==> src/rtl/mem_xfer_pkg.sv <==
// Shared types for the block load/store sequencer.
package mem_xfer_pkg;

   localparam int NREGS_C  = 16;
   localparam int ADDR_W_C = 8;

   typedef enum logic [1:0] {
      IDLE = 2'd0,
      XFER = 2'd1,
      DONE = 2'd2
   } state_e;

   typedef struct packed {
      logic                is_load;
      logic [ADDR_W_C-1:0] base;
      logic [NREGS_C-1:0]  reg_list;
      logic                writeback;
   } cmd_t;

endpackage

==> src/rtl/mem_xfer_ctrl_lsb_prio_enc.sv <==
// Lowest-set-bit priority encoder over the remaining register mask.
module lsb_prio_enc #(
   parameter int N = 16,
   parameter int W = $clog2(N)
) (
   input  logic [N-1:0] mask,
   output logic [W-1:0] idx,
   output logic         valid
);

   always_comb begin
      idx   = '0;
      valid = 1'b0;
      for (int i = N - 1; i >= 0; i--) begin
         if (mask[i]) begin
            idx   = W'(i);
            valid = 1'b1;
         end
      end
   end

endmodule

==> src/rtl/mem_xfer_ctrl.sv <==
// Block register<->memory transfer sequencer, one register per cycle.
// Optional base+offset overflow abort: define MEM_XFER_BOUND_CHK_EN.
module mem_xfer_ctrl
   import mem_xfer_pkg::*;
#(
   parameter int NREGS  = NREGS_C,
   parameter int ADDR_W = ADDR_W_C,
   parameter int RIDX_W = $clog2(NREGS)
) (
   input  logic              clk,
   input  logic              rst,
   input  logic              start,
   input  logic              is_load,
   input  logic [ADDR_W-1:0] base_addr,
   input  logic [NREGS-1:0]  reg_list,
   input  logic              writeback,
   output logic              busy,
   output logic              done,
   output logic              mem_ldr_str_en,
   output logic              mem_load_en,
   output logic              mem_store_en,
   output logic [ADDR_W-1:0] mem_addr,
   output logic [ADDR_W-1:0] mem_i,
   output logic [RIDX_W-1:0] rf_addr,
   output logic              rf_write_en,
   output logic              rf_read_en,
   output logic              base_wb_en,
`ifdef MEM_XFER_BOUND_CHK_EN
   output logic [ADDR_W-1:0] base_wb_data,
   output logic              err
`else
   output logic [ADDR_W-1:0] base_wb_data
`endif
);

   localparam int CNT_W = $clog2(NREGS + 1);

   state_e           state_q, state_d;
   cmd_t             cmd_q, cmd_d;
   logic [CNT_W-1:0] cnt_q, cnt_d;
   logic [RIDX_W-1:0] idx;
   logic             vld;
   logic [NREGS-1:0] idx_oh;
   logic             xfer;
   logic             wb_ok;
`ifdef MEM_XFER_BOUND_CHK_EN
   logic             err_q, err_d;
   logic [ADDR_W:0]  next_off;
`endif

   lsb_prio_enc #(.N(NREGS), .W(RIDX_W)) u_enc (
      .mask  (cmd_q.reg_list),
      .idx   (idx),
      .valid (vld)
   );

   assign idx_oh = NREGS'(1) << idx;
`ifdef MEM_XFER_BOUND_CHK_EN
   // Offset of the next transfer; bit ADDR_W set means it would leave memory.
   assign next_off = (ADDR_W+1)'(cmd_q.base) + (ADDR_W+1)'(cnt_q + 1'b1);
`endif

   always_comb begin
      state_d = state_q;
      cmd_d   = cmd_q;
      cnt_d   = cnt_q;
`ifdef MEM_XFER_BOUND_CHK_EN
      err_d   = err_q;
`endif
      unique case (state_q)
         IDLE: begin
            if (start) begin
               cmd_d.is_load   = is_load;
               cmd_d.base      = base_addr;
               cmd_d.reg_list  = reg_list;
               cmd_d.writeback = writeback;
               cnt_d   = '0;
`ifdef MEM_XFER_BOUND_CHK_EN
               err_d   = 1'b0;
`endif
               state_d = (reg_list != '0) ? XFER : DONE;
            end
         end
         XFER: begin
            cmd_d.reg_list = cmd_q.reg_list & ~idx_oh;
            cnt_d = cnt_q + 1'b1;
            if (cmd_d.reg_list == '0) begin
               state_d = DONE;
            end
`ifdef MEM_XFER_BOUND_CHK_EN
            else if (next_off[ADDR_W]) begin
               state_d = DONE;
               err_d   = 1'b1;
            end
`endif
         end
         DONE:    state_d = IDLE;
         default: state_d = IDLE;
      endcase
   end

   always_ff @(posedge clk or posedge rst) begin
      if (rst) begin
         state_q <= IDLE;
         cmd_q   <= '0;
         cnt_q   <= '0;
`ifdef MEM_XFER_BOUND_CHK_EN
         err_q   <= 1'b0;
`endif
      end else begin
         state_q <= state_d;
         cmd_q   <= cmd_d;
         cnt_q   <= cnt_d;
`ifdef MEM_XFER_BOUND_CHK_EN
         err_q   <= err_d;
`endif
      end
   end

   assign xfer = (state_q == XFER) && vld;
   assign busy = (state_q != IDLE);
   assign done = (state_q == DONE);

   assign mem_ldr_str_en = xfer;
   assign mem_load_en    = xfer & cmd_q.is_load;
   assign mem_store_en   = xfer & ~cmd_q.is_load;
   assign rf_write_en    = xfer & cmd_q.is_load;
   assign rf_read_en     = xfer & ~cmd_q.is_load;
   assign mem_addr       = xfer ? cmd_q.base : '0;
   assign mem_i          = xfer ? ADDR_W'(cnt_q) : '0;
   assign rf_addr        = xfer ? idx : '0;

`ifdef MEM_XFER_BOUND_CHK_EN
   assign err   = done & err_q;
   assign wb_ok = ~err_q;
`else
   assign wb_ok = 1'b1;
`endif
   assign base_wb_en   = done & cmd_q.writeback & wb_ok;
   assign base_wb_data = base_wb_en ? cmd_q.base + ADDR_W'(cnt_q) : '0;

endmodule

==> config.mk <==
export PLATFORM = sky130hd
export DESIGN_NAME = mem_xfer_ctrl
export DESIGN_NICKNAME = d
export VERILOG_FILES = /design/src/rtl/mem_xfer_pkg.sv /design/src/rtl/mem_xfer_ctrl_lsb_prio_enc.sv /design/src/rtl/mem_xfer_ctrl.sv
export SDC_FILE = /design/constraint.sdc
export NUM_CORES = 1
export LEC_CHECK = 0
export CAP_MARGIN = 20
export CORE_UTILIZATION = 25
export DETAILED_ROUTE_END_ITERATION = 8
export GPL_ROUTABILITY_DRIVEN = 0
export MAX_ROUTING_LAYER = met4
export PLACE_DENSITY = 0.5
export SYNTH_ARGS = -nofsm -noshare
export SYNTH_HDL_FRONTEND = slang
export SYNTH_SLANG_ARGS = --single-unit
==> constraint.sdc <==
create_clock -name clk -period 4.7 [get_ports clk]
set_clock_uncertainty 0.05 [all_clocks]
set_input_delay 0.47 -clock clk [delete_from_list [all_inputs] [get_ports clk]]
set_output_delay 0.47 -clock clk [all_outputs]
set_load 0.005 [all_outputs]
==> flow_summary.ini <==
[outcome]
outcome = finished clean

[logic_synthesis]
synthTopCellsByCount = dfrtp_1 (33), nor2_1 (25), o21ai_0 (24)
yosysTopAreaCell = dfrtp_1
synth_area_leaders = dfrtp_1 (34%), o21ai_0 (4.9%), mux2_2 (4.6%)
yosysWarnings = 0
synthArstFlopShare_pct = 100
ys_types = 53
synth.most_common_cell = dfrtp_1
avgSynthCellArea_um2 = 8.63
synth_edf_count = 0
synthCells = 282
synth_area_mm2 = 0.00243
synth_ff_type = dfrtp_1
netlist.area_leader.share_pct = 33.9
ys_ff_latch = 33
ys_seq_area_share_pct = 33.9

[detailed_routing]
top_layer = met4
first_pass_iters = 4
vias = 2298
first_iter_violations = 168
wl_mm = 7.30
wl_met2_mm = 3.05
avgRoutedWirePerCell_um = 15.6
met3_length_um = 456
vias_per_cell = 4.92
ant_nets = 0
drt-met1-wl_mm = 3.71
drc_errors = 0

[place]
dp_slack_ns = 1.57
place_area_mm2 = 0.00314
port_buffers = 61
dp_cells = 459
hpwl_mm = 5.52

[clock_network]
cts_root_buffer = clkbuf_8
cts_sinks = 33
cts-resized-gates = 0
cts_hold_buf = 0
clk_pin_slew_ns = 0.08
clock_latency_ns = 0.29
cts_setup_buffers = 0
cts_tree = yes
numCtsBuffers = 5
cts_max_level = 2
clk_path_buf_depth = 2

[power_and_ir_drop]
leakagePower_uw = 0.00129
pwr-share-seq_pct = 26.7
pwr-share-clk_pct = 11.6
p_switching_uw = 1060
p_int_uw = 1330
power_density_mw_per_mm2 = 732
p_sw_share_pct = 44.4
peakVddDrop_uv = 169
pwr-share-comb_pct = 61.7

[die]
die_y_um = 101
initial_core_util_pct = 26.1
die_x_um = 101
io_pins = 65
dieArea_mm2 = 0.0101
num_rows = 35
core_mm2 = 0.00933

[sta]
finalSetupViolCount = 0
slew_violations = 0
worstMarginPinSlew_ns = 0.981
max_freq_ghz = 0.296
hold_viol_final = 0
relSlewSlack_pct = 34.5
period_share_pct = 71.9
layout_setup_ws_ns = 1.32
rsz0062_at_grt = false
period_minus_slack_ns = 3.38
tns_ns = 0

[setup_path]
crit_chain = nand2b_1, a21oi_1, buf_4, nor2b_1, clkdlybuf4s50_1
worst_path_max_delay_cell = dfrtp_1
critPathLaunchType = register
worstPathRequired_ns = 4.18
r2r-end = state_q[1]$_DFFE_PP0P_
slowest_delay_ns = 0.65
worst-path-buf-inv = 2
cp.arrival_ns = 2.86
worst-r2r-cell-count = 7
r2r-start = cmd_q[1]$_DFFE_PP0P_
crit_family = buffers and inverters
end_kind = primary output
worstSetupPathType = register to primary output
path_max_fanout = 17
r2r_slack_ns = 2.02

[layout]
fill_cells = 982
finalInstanceArea_mm2 = 0.00325
final_nets = 373
layoutNonFillerInstCount = 467
antenna_cells = 0
syn_to_final_growth_pct = 33.7
drive_above_1_share_pct = 9.76

[global_routing]
antenna_found_initial = 0
grt_max_degree = 34
grt_overflow_total = 0
grt_pass1_wl_mm = 11.7
grt_use_total_pct = 15.4
grt_pass1_vias = 2209

[hold_path]
holdCritStartpoint = cmd_q[25]$_DFFE_PP0P_
hold_class = register to register
min_path_cells = 1
min_to = cmd_q[25]$_DFFE_PP0P_

[run]
drv_cap = 0
how the worst max path moves through the flow:
stage	startpoint	end	slack, ns	cells past startpoint
2_1_floorplan	cnt_q[0]$_DFFE_PP0P_	base_wb_data[6]	2.42	8
3_3_place_gp	state_q[0]$_DFFE_PP0P_	mem_store_en	1.58	5
3_5_place_dp	state_q[0]$_DFFE_PP0P_	mem_store_en	1.57	5
4_1_cts	state_q[0]$_DFFE_PP0P_	mem_store_en	1.23	5
5_1_grt	state_q[0]$_DFFE_PP0P_	rf_read_en	1.09	5
6_report	state_q[0]$_DFFE_PP0P_	mem_store_en	1.32	5
per-stage QoR:
step / total power [µW] / hold slack (ns) / util, %
floorplan: 1560 / 0.425 / -
finish: 2380 / 0.497 / 34.9
global placement: 2110 / 0.480 / 33.7
detailed placement: 2110 / 0.484 / 33.7
global route: 2590 / 0.524 / 34.9
CTS: 2400 / 0.503 / 34.9
cell families after synthesis:
group | count (synthesis) | share of synthesized area [%]
XOR/XNOR | 5 | 1.80
AND/OR/NAND/NOR | 117 | 26.8
adder cells (fa/ha/maj) | 7 | 3.91
AO/OA/AOI/OAI | 82 | 23.1
buffers and inverters | 26 | 5.30
flip-flops | 33 | 33.9
other | 1 | 0.154
multiplexers | 11 | 5.04
state kept, by name, indices dropped and copies added, names as in the netlist:
| name | cells |
|---|---|
| cnt_q | 5 |
| cmd_q | 26 |
| state_q | 2 |
power by group through the flow:
stage / clock network [µW] / registers (µW) / logic (µW)
5_1_grt: 297 / 660 / 1630
3_3_place_gp: 0 / 637 / 1470
2_1_floorplan: 0 / 532 / 1030
6_report: 277 / 636 / 1470
3_5_place_dp: 0 / 637 / 1470
4_1_cts: 286 / 633 / 1480
layout by cell type (no fill, tap or decap), types with 3 or more instances in the layout:
master            n
o21ai_0          24
inv_1             8
nand2_1          20
mux2_2           10
nor4_1            8
o22ai_1           5
o31ai_1           3
conb_1            3
nor3_1            7
ha_1              6
and2_1           16
a211oi_1          3
nand3_1           5
dfrtp_1          33
nor2_2            3
clkbuf_8          5
nand2b_1          3
clkdlybuf4s50_1  61
nand4_1           4
a2bb2oi_1         3
nor2b_1          13
xor2_1            3
nor2_1           24
a22o_1           11
a21o_1            3
buf_4             3
a21oi_1          14
layer usage:
metal / up-vias / GRT usage (%)
li1: 1131 / -
met1: 1070 / 21.9
met2: 87 / 22.2
met3: 10 / 2.98
met4: 0 / 3.90
met5: - / -
area by class of cell:
class	count	area (µm²)	area share, %
Multi-Input combinational cell	225	1490	45.8
Sequential cell	33	826	25.4
Timing Repair Buffer	64	633	19.5
Tap cell	129	161	4.96
Clock buffer	5	68.8	2.11
Clock inverter	3	46.3	1.42
Inverter	8	30.0	0.923
No activity file was read; power rests on OpenSTA's default activity.
